## src/rtl/axi_lite_wr_sched.sv

```systemverilog
`default_nettype none
// ============================================================================
// Module      : axi_lite_wr_sched
// Description : Round-robin scheduler that funnels single-beat write requests
//               from NREQ requesters into one AXI-Lite write engine. One
//               transaction is outstanding at a time.
// Optional    : define WR_TIMEOUT_EN to build a WAIT-state watchdog that
//               aborts a write after TO_CYCLES cycles (req_err_o = 1).
// Ports       : clk, rst         - clock, synchronous active-high reset
//               req_i            - per-requester request (held until ack)
//               req_addr_i       - packed addresses, requester i at [i*AW +: AW]
//               req_data_i       - packed data, requester i at [i*DW +: DW]
//               req_ack_o        - one-cycle one-hot completion pulse
//               req_err_o        - abort flag, valid with req_ack_o
//               gnt_id_o         - current / last granted requester
//               busy_o           - scheduler not idle
//               wr_start_o       - one-cycle start pulse to the write engine
//               wr_addr_o/data_o - latched write address / data
//               wr_done_i        - completion pulse from the write engine
// Revision    : 1.0 - initial release
// ============================================================================
module axi_lite_wr_sched #(
  parameter int NREQ      = 4,
  parameter int AW        = 32,
  parameter int DW        = 32,
  parameter int TO_CYCLES = 1024
) (
  input  logic                     clk,
  input  logic                     rst,
  input  logic [NREQ-1:0]          req_i,
  input  logic [NREQ*AW-1:0]       req_addr_i,
  input  logic [NREQ*DW-1:0]       req_data_i,
  output logic [NREQ-1:0]          req_ack_o,
  output logic                     req_err_o,
  output logic [$clog2(NREQ)-1:0]  gnt_id_o,
  output logic                     busy_o,
  output logic                     wr_start_o,
  output logic [AW-1:0]            wr_addr_o,
  output logic [DW-1:0]            wr_data_o,
  input  logic                     wr_done_i
);

  localparam int IDW = $clog2(NREQ);

  typedef enum logic [1:0] {
    S_IDLE  = 2'd0,
    S_ISSUE = 2'd1,
    S_WAIT  = 2'd2,
    S_ACK   = 2'd3
  } state_t;

  state_t           state_q, state_d;
  logic [IDW-1:0]   rr_ptr_q, rr_ptr_d;
  logic [IDW-1:0]   gnt_id_q, gnt_id_d;
  logic [AW-1:0]    wr_addr_q, wr_addr_d;
  logic [DW-1:0]    wr_data_q, wr_data_d;

`ifdef WR_TIMEOUT_EN
  localparam int CNT_W = (TO_CYCLES > 1) ? $clog2(TO_CYCLES) : 1;
  logic [CNT_W-1:0] to_cnt_q, to_cnt_d;
  logic             err_q, err_d;
`endif

  // --------------------------------------------------------------------------
  // Round-robin pick: rotate the request vector so rr_ptr sits at bit 0, take
  // the lowest set bit, then map the rotated offset back to a requester index.
  // --------------------------------------------------------------------------
  logic [2*NREQ-1:0] w_req_dbl;
  logic [NREQ-1:0]   w_req_rot;
  logic              w_found;
  logic [IDW-1:0]    w_sel;
  logic [IDW:0]      w_sum;

  assign w_req_dbl = {req_i, req_i};
  assign w_req_rot = w_req_dbl[rr_ptr_q +: NREQ];

  always_comb begin
    w_found = 1'b0;
    w_sel   = '0;
    w_sum   = '0;
    for (int k = 0; k < NREQ; k++) begin
      if (!w_found && w_req_rot[k]) begin
        w_found = 1'b1;
        w_sum   = {1'b0, rr_ptr_q} + (IDW+1)'(k);
        if (w_sum >= (IDW+1)'(NREQ)) begin
          w_sum = w_sum - (IDW+1)'(NREQ);
        end
        w_sel = w_sum[IDW-1:0];
      end
    end
  end

  // --------------------------------------------------------------------------
  // State register
  // --------------------------------------------------------------------------
  always_ff @(posedge clk) begin
    if (rst) begin
      state_q   <= S_IDLE;
      rr_ptr_q  <= '0;
      gnt_id_q  <= '0;
      wr_addr_q <= '0;
      wr_data_q <= '0;
`ifdef WR_TIMEOUT_EN
      to_cnt_q  <= '0;
      err_q     <= 1'b0;
`endif
    end else begin
      state_q   <= state_d;
      rr_ptr_q  <= rr_ptr_d;
      gnt_id_q  <= gnt_id_d;
      wr_addr_q <= wr_addr_d;
      wr_data_q <= wr_data_d;
`ifdef WR_TIMEOUT_EN
      to_cnt_q  <= to_cnt_d;
      err_q     <= err_d;
`endif
    end
  end

  // --------------------------------------------------------------------------
  // Next-state logic. Address, data and grant index are captured only in
  // IDLE, so requester-side changes after the grant cannot leak through.
  // --------------------------------------------------------------------------
  always_comb begin
    state_d   = state_q;
    rr_ptr_d  = rr_ptr_q;
    gnt_id_d  = gnt_id_q;
    wr_addr_d = wr_addr_q;
    wr_data_d = wr_data_q;
`ifdef WR_TIMEOUT_EN
    to_cnt_d  = to_cnt_q;
    err_d     = err_q;
`endif
    case (state_q)
      S_IDLE: begin
        if (w_found) begin
          gnt_id_d  = w_sel;
          wr_addr_d = req_addr_i[int'(w_sel)*AW +: AW];
          wr_data_d = req_data_i[int'(w_sel)*DW +: DW];
          state_d   = S_ISSUE;
        end
      end
      S_ISSUE: begin
        state_d = S_WAIT;
`ifdef WR_TIMEOUT_EN
        to_cnt_d = '0;
`endif
      end
      S_WAIT: begin
        // wr_done has priority over a watchdog expiry in the same cycle.
        if (wr_done_i) begin
          state_d = S_ACK;
`ifdef WR_TIMEOUT_EN
          err_d   = 1'b0;
        end else if (to_cnt_q == CNT_W'(TO_CYCLES - 1)) begin
          state_d = S_ACK;
          err_d   = 1'b1;
        end else begin
          to_cnt_d = to_cnt_q + CNT_W'(1);
`endif
        end
      end
      S_ACK: begin
        if (gnt_id_q == IDW'(NREQ - 1)) begin
          rr_ptr_d = '0;
        end else begin
          rr_ptr_d = gnt_id_q + IDW'(1);
        end
        state_d = S_IDLE;
      end
      default: begin
        state_d = S_IDLE;
      end
    endcase
  end

  // --------------------------------------------------------------------------
  // Outputs
  // --------------------------------------------------------------------------
  assign busy_o     = (state_q != S_IDLE);
  assign wr_start_o = (state_q == S_ISSUE);
  assign req_ack_o  = (state_q == S_ACK) ? (NREQ'(1) << gnt_id_q) : '0;
  assign gnt_id_o   = gnt_id_q;
  assign wr_addr_o  = wr_addr_q;
  assign wr_data_o  = wr_data_q;

`ifdef WR_TIMEOUT_EN
  assign req_err_o  = (state_q == S_ACK) & err_q;
`else
  assign req_err_o  = 1'b0;
`endif

endmodule
`default_nettype wire

```

## config.mk

```make
export PLATFORM = sky130hd
export DESIGN_NAME = axi_lite_wr_sched
export DESIGN_NICKNAME = d
export VERILOG_FILES = /design/src/rtl/axi_lite_wr_sched.sv
export SDC_FILE = /design/constraint.sdc
export NUM_CORES = 1
export LEC_CHECK = 0
export CAP_MARGIN = 30
export CORE_AREA = 2 2 132 134
export CTS_CLUSTER_SIZE = 10
export DETAILED_ROUTE_END_ITERATION = 10
export DIE_AREA = 0 0 134 136
export PLACE_DENSITY_LB_ADDON = 0.2
export SYNTH_ARGS = -nofsm -noshare
export SYNTH_HDL_FRONTEND = slang
export SYNTH_SLANG_ARGS = --single-unit
```

## constraint.sdc

```tcl
create_clock -name clk -period 2.3 [get_ports clk]
set_input_delay 0.69 -clock clk [delete_from_list [all_inputs] [get_ports clk]]
set_output_delay 0.69 -clock clk [all_outputs]
set_load 0.01 [all_outputs]
```

==> qor.yml <==
status: "finished clean"
die_area_um2: 18200
grt_first_pass_wirelength_um: 26600
crit_buf_inv: 3
multi_input_area_um2: 2900
cts-buffers-inserted: 9
timing.final.hold_violations: 0
num_antenna_cells: 0
cts_root_buffer: "clkbuf_16"
power_uw: 6710
grt_use_total_pct: 18.9
ant_nets: 0
irDropWorstVdd_v: 0.000444
p_leak_uw: 0.00319
crit_family: "buffers and inverters"
cts.clk_slew.worst_paths_ns: 0.06
grt_pass1_vias: 4950
synth_top_cell_by_area: "dfxtp_1"
worstPathArrival_ns: 2.45
r2r-start: "rr_ptr_q[1]"
async_reset_ff_share_pct: 0
fin_ws_ns: 0.0694
ys_seq_area_share_pct: 29.9
drive_gt1_share_pct: 18.4
die_h_um: 136
synth_edf_count: 0
period_share_pct: 97.0
crit_required_ns: 2.52
worstSetupStartpointType: "primary input"
r2r_end: "wr_data_o[21]"
syn_area_per_cell_um2: 11.3
rr_worst_depth: 7
row_count: 48
clkLatencyLatePin_ns: 0.34
dpl.hpwl_um: 14200
drt_wl_total_um: 17700
skew_ns: 0.00505
hold_start: "wr_data_o[9]"
drtIter0Drc: 95
yosys_warnings: 0
synthTopCellsByArea: "dfxtp_1 30%, mux2i_1 28%, o221ai_2 20%"
path_class: "in2reg"
place.gp.congestion: 0.900
final_max_slew_viol_count: 0
die_w_um: 134
vias: 4687
start_util_pct: 27.8
cp_max_fo: 19
pin_count: 336
fmax_mhz: 448
post_synth_num_cell_types: 32
cp-end-kind: "flop"
layout.cells.non_filler: 1001
whs_path_depth: 2
netlist.area_leader.share_pct: 29.9
drc: 0
whs_ns: 0.462
syn_inst: 416
port_buffers: 334
rsz0062_at_grt: "yes"
crit_slowest_cell: "clkdlybuf4s50_1"
period_minus_slack_ns: 2.23
clockBufferDepth: 2
path_cells: "clkdlybuf4s50_1 -> a21oi_2 -> o21ai_2 -> a21oi_4 -> buf_12 -> buf_4 -> mux2i_1 -> o221ai_2"
antenna_found_initial: 0
synthesis.area_um2: 4690
routedWlPerCell_um: 17.7
r2r_slack_ns: 0.53
dp_cells: 985
min_path_type: "reg2reg"
fin_setup_tns_ns: 0
synth_seq_cells: 70
core_area_um2: 16900
synthFlopType: "dfxtp_1"
seq_area_um2: 1410
slowest_delay_ns: 0.49
synth_nets: 688
viasPerCell: 4.68
overflow: 0
max_cap_violations: 0
cellPowerDensity_nw_per_um2: 765
synth.top_cells.by_count: "132 x mux2i_1, 70 x dfxtp_1, 64 x nand2_1"
grt_start_max_net_pins: 32
worstHoldEndpoint: "wr_data_o[9]"
syn_to_final_growth_pct: 87.1
dp_slack_ns: -0.324
fillers: 1506
setup_violations: 0
num-nets-final: 1043
firstDrtPassIters: 4
htree_levels: 3
cts_tree: "built"
synth_most_common_cell: "mux2i_1"
cts.sinks: 70
-- logic make-up after synthesis --
logic type	synth area share, %
multiplexers	28.2
AO/OA/AOI/OAI	22.2
AND/OR/NAND/NOR	7.98
other	0.0800
buffers and inverters	9.29
adder cells (fa/ha/maj)	2.40
flip-flops	29.9
-- final cells by class --
type / count / share of cell area (%)
inverter: 8 / 0.343
clock inverter: 3 / 0.485
timing repair buffer: 380 / 43.9
tap: 225 / 3.21
sequential: 70 / 16.1
multi-input combinational: 302 / 33.1
clock buffer: 13 / 2.97
-- flip-flops by register name (all words and copies together) (netlist names) --
register,count
gnt_id_o,2
wr_addr_o,32
rr_ptr_q,2
state_q,2
wr_data_o,32
-- report_power, final --
group          internal (uW)  switching, uW
clock network            898            544
logic                   1940           1440
registers               1640            244
-- worst max path at each step --
stage                     startpoint            end  slack, ns  cells after the start
after global routing        req_i[0]  wr_addr_o[23]     -0.001                      8
after floorplan             req_i[3]  wr_addr_o[28]       0.43                      7
final                       req_i[0]  wr_data_o[21]       0.07                      8
after CTS                   req_i[0]  wr_data_o[21]       0.04                      8
after detailed placement    req_i[0]  wr_data_o[21]      -0.32                      8
after global placement      req_i[0]  wr_data_o[21]      -0.26                      8
-- tightest hold or removal path, delay by kind of cell (launching register included) --
| family | cells | cell delay [ns] |
|---|---|---|
| AOI/OAI and AO/OA | 1 | 0.06 |
| DFF | 1 | 0.32 |
| and+or+nand+nor | 1 | 0.05 |
-- per-layer routing --
layer	GRT usage, %	vias up	wire (um)	share of wire (%)
met5	0	-	0	0
li1	-	2281	-	-
met3	6.15	37	1360	7.7
met1	20.2	2171	6750	38
met2	34.4	198	9020	51
met4	7.74	0	596	3.4
-- layout by cell type (no fill, tap or decap), types with 2 or more instances in the layout --
master	Yosys	layout
dlygate4sd2_1	0	5
nand2b_1	2	2
dfxtp_2	0	3
a21oi_1	4	4
mux2i_2	0	4
o221ai_2	61	61
clkdlybuf4s50_1	0	329
clkbuf_1	0	2
ha_1	9	7
mux2i_1	132	127
nand2_1	64	64
dfxtp_1	70	66
clkbuf_8	0	2
buf_4	1	33
buf_12	7	13
inv_1	7	7
clkbuf_16	0	9
nor2_1	8	8
o221ai_1	3	3
and2_1	4	4
-- through the flow --
| stage | util, % | area [um^2] |
|---|---|---|
| 6_report | 51.9 | 8770 |
| 5_1_grt | 51.9 | 8770 |
| 4_1_cts | 51.8 | 8740 |
| 3_5_place_dp | 49.9 | 8420 |
| 3_3_place_gp | 49.9 | 8420 |
| 2_1_floorplan | - | 4690 |
-- timing repair --
item | in CTS | in global routing
hold endpoints to repair | 0 | 0
gates resized for setup | 13 | 6
hold buffers | 0 | 0
setup buffers | 0 | 0
gates cloned | 0 | 0
setup endpoints to repair | 5 | 4
Note: power is estimated with default switching activity, not from simulation.
